[config.mk]
export PLATFORM = sky130hd
export DESIGN_NAME = miriscv_mem_arbiter
export DESIGN_NICKNAME = d
export VERILOG_FILES = /design/src/rtl/miriscv_pkg.sv /design/src/rtl/miriscv_arb_starve.sv /design/src/rtl/miriscv_mem_arbiter.sv
export SDC_FILE = /design/constraint.sdc
export NUM_CORES = 1
export LEC_CHECK = 0
export CAP_MARGIN = 10
export CELL_PAD_IN_SITES_DETAIL_PLACEMENT = 0
export CELL_PAD_IN_SITES_GLOBAL_PLACEMENT = 1
export CORE_MARGIN = 2
export CORE_UTILIZATION = 11
export CTS_CLUSTER_DIAMETER = 100
export DETAILED_ROUTE_END_ITERATION = 6
export HOLD_SLACK_MARGIN = 0.1
export PLACE_DENSITY = 0.76
export SYNTH_ARGS = -nofsm -noshare
export SYNTH_HDL_FRONTEND = slang
export SYNTH_HIERARCHICAL = 1
export SYNTH_SLANG_ARGS = --single-unit
[constraint.sdc]
create_clock -name clk_i -period 1.97 [get_ports clk_i]
set_input_delay 0.394 -clock clk_i [delete_from_list [all_inputs] [get_ports clk_i]]
set_output_delay 0.394 -clock clk_i [all_outputs]
set_load 0.02 [all_outputs]
[src/rtl/miriscv_pkg.sv]
`default_nettype none
// +----------------------------------------------------------------------+
// | miriscv_pkg : shared owner enum and response record for the arbiter   |
// | Revision    : 1.0                                                     |
// +----------------------------------------------------------------------+
package miriscv_pkg;

  typedef enum logic {
    OWNER_I = 1'b0,
    OWNER_D = 1'b1
  } owner_e;

  typedef struct packed {
    logic   valid;
    owner_e owner;
    logic   err;
  } resp_t;

  localparam logic [3:0] BE_WORD = 4'hF;

endpackage
`default_nettype wire

[src/rtl/miriscv_arb_starve.sv]
`default_nettype none
// +----------------------------------------------------------------------+
// | miriscv_arb_starve : saturating count of cycles the I-port was denied |
// | Revision           : 1.0                                              |
// +----------------------------------------------------------------------+
module miriscv_arb_starve
  import miriscv_pkg::*;
#(
  parameter int unsigned STARVE_LIMIT = 4
) (
  input  logic clk_i,
  input  logic rst_i,
  input  logic req_i,
  input  logic gnt_i,
  output logic starved_o
);

  localparam int unsigned CNT_W = (STARVE_LIMIT < 1) ? 1 : $clog2(STARVE_LIMIT + 1);
  localparam logic [CNT_W-1:0] CNT_MAX = CNT_W'(STARVE_LIMIT);

  logic [CNT_W-1:0] cnt_q;
  logic [CNT_W-1:0] cnt_d;

  always_comb begin
    cnt_d = cnt_q;
    if (!req_i || gnt_i) begin
      cnt_d = '0;
    end else if (cnt_q != CNT_MAX) begin
      cnt_d = cnt_q + 1'b1;
    end
  end

  always_ff @(posedge clk_i) begin
    if (rst_i) begin
      cnt_q <= '0;
    end else begin
      cnt_q <= cnt_d;
    end
  end

  assign starved_o = (cnt_q == CNT_MAX);

endmodule
`default_nettype wire

[src/rtl/miriscv_mem_arbiter.sv]
`default_nettype none
// +----------------------------------------------------------------------+
// | miriscv_mem_arbiter : I/D port arbiter onto one single-cycle RAM port |
// | Revision            : 1.0                                             |
// +----------------------------------------------------------------------+
module miriscv_mem_arbiter
  import miriscv_pkg::*;
#(
  parameter int unsigned RAM_SIZE     = 256,
  parameter int unsigned STARVE_LIMIT = 4
) (
  input  logic        clk_i,
  input  logic        rst_i,

  input  logic        i_req_i,
  input  logic [31:0] i_addr_i,
  output logic        i_gnt_o,
  output logic        i_rvalid_o,
  output logic        i_err_o,
  output logic [31:0] i_rdata_o,

  input  logic        d_req_i,
  input  logic        d_we_i,
  input  logic [3:0]  d_be_i,
  input  logic [31:0] d_addr_i,
  input  logic [31:0] d_wdata_i,
  output logic        d_gnt_o,
  output logic        d_rvalid_o,
  output logic        d_err_o,
  output logic [31:0] d_rdata_o,

  output logic        ram_req_o,
  output logic        ram_we_o,
  output logic [3:0]  ram_be_o,
  output logic [31:0] ram_addr_o,
  output logic [31:0] ram_wdata_o,
  input  logic [31:0] ram_rdata_i
);

  localparam logic [31:0] RAM_END = 32'(RAM_SIZE);

  logic        starved;
  logic        win_i;
  logic        win_d;
  logic        win_any;
  logic [31:0] sel_addr;
  logic        in_range;
  resp_t       resp_q;
  resp_t       resp_d;
  logic        rd_q;
  logic        rd_d;
  logic        rsp_live;
  logic [31:0] rsp_data;

  miriscv_arb_starve #(
    .STARVE_LIMIT (STARVE_LIMIT)
  ) u_starve (
    .clk_i     (clk_i),
    .rst_i     (rst_i),
    .req_i     (i_req_i),
    .gnt_i     (win_i),
    .starved_o (starved)
  );

  always_comb begin
    win_i    = !rst_i && i_req_i && (!d_req_i || starved);
    win_d    = !rst_i && d_req_i && !win_i;
    win_any  = win_i || win_d;
    sel_addr = win_i ? i_addr_i : d_addr_i;
    in_range = sel_addr < RAM_END;
  end

  assign i_gnt_o = win_i;
  assign d_gnt_o = win_d;

  // Out-of-range grants still complete, but must not touch the RAM.
  always_comb begin
    ram_req_o   = 1'b0;
    ram_we_o    = 1'b0;
    ram_be_o    = 4'h0;
    ram_addr_o  = 32'h0;
    ram_wdata_o = 32'h0;
    if (win_any && in_range) begin
      ram_req_o  = 1'b1;
      ram_addr_o = sel_addr;
      if (win_d) begin
        ram_we_o    = d_we_i;
        ram_be_o    = d_be_i;
        ram_wdata_o = d_wdata_i;
      end else begin
        ram_be_o = BE_WORD;
      end
    end
  end

  always_comb begin
    resp_d.valid = win_any;
    resp_d.owner = win_i ? OWNER_I : OWNER_D;
    resp_d.err   = win_any && !in_range;
    rd_d         = win_any && (win_i || !d_we_i);
  end

  always_ff @(posedge clk_i) begin
    if (rst_i) begin
      resp_q <= '0;
      rd_q   <= 1'b0;
    end else begin
      resp_q <= resp_d;
      rd_q   <= rd_d;
    end
  end

  // Gating with rst_i drops a response whose grant preceded reset.
  always_comb begin
    rsp_live   = resp_q.valid && !rst_i;
    rsp_data   = (rsp_live && !resp_q.err && rd_q) ? ram_rdata_i : 32'h0;
    i_rvalid_o = rsp_live && (resp_q.owner == OWNER_I);
    d_rvalid_o = rsp_live && (resp_q.owner == OWNER_D);
    i_err_o    = i_rvalid_o && resp_q.err;
    d_err_o    = d_rvalid_o && resp_q.err;
    i_rdata_o  = i_rvalid_o ? rsp_data : 32'h0;
    d_rdata_o  = d_rvalid_o ? rsp_data : 32'h0;
  end

endmodule
`default_nettype wire

==> flow_summary_export.csv <==
group,metric,value,unit
yosys,synthCells,221,
clocking,cts.clk_slew.worst_paths,40,ps
global_routing,antenna_found_initial,0,
timing,min_period_over_period,124,%
power,p_leak,2.63,nW
run_status,violations,"negative setup slack",
floorplanning,die-area,16100,sq um
timing,fin_ws,-473,ps
clocking,h-tree-depth,1,
timing,rsz0062_at_grt,"true",
setup_path,cp_num_buf_inv,3,
setup_path,crit_path_max_fanout,4,
routing,dr.pass1.iters,4,
yosys,syn_area,1660,sq um
floorplanning,coreArea,14600,sq um
global_routing,grt_pass1_wl,15800,microns
placed_design,gp_congestion,0.744,
setup_path,cp-startpoint,"u_starve/cnt_q[0]",
global_routing,grt_max_degree,17,
setup_path,crit_arrival,2050,ps
yosys,synth_seq_cells,7,
routing,vias_per_cell,3.91,
yosys,synth_cell_types,34,
power,powerDensity,181,nW/um^2
clocking,cts_tree,"yes",
yosys,ys_top_cells_by_area,"and2_1 (38%), buf_4 (11%), dfxtp_1 (8.5%), nor4_4 (5.1%), o32ai_1 (4.2%)",
routing,routed_wl,11300,microns
layout,final_core_util,38.3,%
setup_path,end_kind,"primary output",
global_routing,grt-ovfl-total,0,
timing,drv_slew,0,
hold_path,hold_depth,2,
floorplanning,die_h,127,microns
timing,fin_skew,2.71,ps
setup_path,cp-start-kind,"flop",
global_routing,grt_pass1_vias,2965,
layout,drive_gt1_share,61.0,%
floorplanning,start_util,11.3,%
setup_path,worstReg2RegStart,"u_starve/cnt_q[1]",
routing,route.detailed.drc,0,
clocking,clockBufferDepth,2,
setup_path,r2r_setup_slack,60,ps
clocking,cts_root_buf,"clkbuf_16",
setup_path,crit_chain,"inv_2 > ha_4 > and2_4 > nor2b_2 > or3_4 > o32ai_4 > buf_4 > o211a_1 > buf_6",
floorplanning,rows,44,
clocking,cts_buffers,3,
global_routing,grt_usage,12.6,%
routing,routed-via-count,2771,
job,drv_cap,0,
yosys,synth-seq-area-share,8.46,%
power,finalPower,1.01,mW
yosys,yosysTopAreaCellShare,38.1,%
layout,stdcell_area,5600,sq um
setup_path,rr_worst_depth,9,
layout,num-nets-final,665,
placed_design,portBuffers,252,
routing,drtIter0Drc,62,
layout,diodes,0,
hold_path,hold_class,"reg -> reg",
placed_design,pre_cts_ws,-1140,ps
setup_path,r2r-end,"u_starve/cnt_q[2]",
clocking,clkSinkCount,7,
clocking,holdBufCountCts,0,
floorplanning,io_pins,277,
hold_path,hp-start,"u_starve/cnt_q[2]",
hold_path,whs_endpoint,"u_starve/cnt_q[1]",
yosys,synth_top_area_cell,"and2_1",
floorplanning,dieWidth,127,microns
setup_path,cpPeakStageDelay,380,ps
timing,holdWs,497,ps
timing,setup_viol,94,
timing,hold_violations,0,
yosys,synth_area_per_cell,7.50,sq um
routing,ant_nets,0,
run_status,outcome,"complete, but fails checks",
setup_path,worst_ep_required_time,1580,ps
setup_path,slowest_stage,"or3_4",
power,peakVddDrop,0.209,mV
yosys,yosysWarnings,6,
setup_path,cpLargestDelayFamily,"simple AND/OR/NAND/NOR gates",
clocking,clkLatencyLatePin,230,ps
setup_path,worstSetupPathType,"reg -> out",
placed_design,placed_area,4660,sq um
routing,detail_route.wl_per_cell,15.9,microns
timing,max_freq,409,MHz
layout,syn_to_final_growth,238,%
placed_design,dp_hpwl,8300,microns
timing,fin_crit,2440,ps
[state kept, by name, summed over array words and instances (netlist names)]
name	flops
resp_q	3
u_starve/cnt_q	3
rd_q	1
[final cells by class]
cell class                 instances  area (sq um)
sequential                         7           143
inverter                           5          21.3
fill                            1429          9040
timing repair buffer             313          3360
multi-input combinational        196          1780
clock buffer                       4          78.8
tap                              184           230
[kinds of logic (layout without fill, tap and decap cells)]
family | Yosys count | in the layout | share of synthesized area [%]
buf+inv | 41 | 322 | 16.5
flops | 7 | 7 | 8.46
other cells | 1 | 24 | 0.226
simple gates | 151 | 151 | 62.1
fa+ha+maj | 2 | 2 | 1.51
compound gates | 19 | 19 | 11.3
[metrics by stage]
step,std cells,TNS (ps)
2_1_floorplan,244,-2990
3_3_place_gp,670,-113110
3_5_place_dp,670,-115990
4_1_cts,709,-25730
5_1_grt,709,-26840
6_report,709,-20100
[worst register-to-register path, stage by stage, from the launching register on]
cell and delay [ps]:
dfxtp_2 330, inv_2 40, ha_4 150, and2_4 150, nor2b_2 170, or3_4 200
inv_4 70, buf_6 140, or3b_4 410, nor3_2 170
[synth_stat cells (all sizes together)]
cell type  number
and2          101
buf            30
nand2          17
nor4           12
o32ai           9
dfxtp           7
clkbuf          6
inv             5
nor2            5
and3b           4
o211a           4
a21oi           3
ha              2
nand3           2
nand4           2
nor3            2
or2             2
a21bo           1
a21o            1
conb            1
nor2b           1
nor3b           1
o311ai          1
or3             1
or3b            1
[where the power goes]
part           switching [mW]  total, mW  internal, mW
registers             0.00719      0.158         0.150
clock network          0.0785      0.348         0.269
logic                   0.198      0.508         0.310
[worst max path at each step]
stage | end | slack [ps] | cells past startpoint
after floorplan | ram_addr_o[5] | -150 | 9
after global placement | ram_be_o[2] | -1100 | 7
after detailed placement | ram_addr_o[5] | -1140 | 8
after CTS | ram_be_o[1] | -570 | 9
after global routing | ram_be_o[1] | -530 | 9
final | ram_be_o[1] | -470 | 9
[cells in the final DEF (no fill, tap or decap), types with 2 or more instances in the layout]
cell,instances
buf_6,126
dfxtp_2,2
dfxtp_1,5
and2_4,93
clkdlybuf4s15_1,10
nand3_1,2
nand2_1,16
clkbuf_16,5
and2_2,3
buf_12,9
buf_16,2
dlymetal6s2s_1,10
buf_4,32
dlygate4sd2_1,24
and2_1,5
clkbuf_2,3
and3b_2,3
nor2_1,5
conb_1,24
inv_1,2
buf_8,3
o32ai_4,8
clkdlybuf4s50_1,91
o211a_1,4
nor4_2,8
inv_2,2
nor4_4,4
a21oi_1,3
[metal layers]
metal  track usage [%]  wire (microns)
met5                 0               0
met4              1.75              89
met3              3.16            1070
met2              28.4            6700
met1              10.8            3400
[what timing repair did]
action / 4_1_cts / 5_1_grt
endpoints found under the setup margin: 117 / 116
resized for setup: 809 / 70
cloned: 7 / 2
buffers inserted: 28 / 6
pin swaps: 57 / 39
Note: power is estimated with default switching activity, not from simulation.
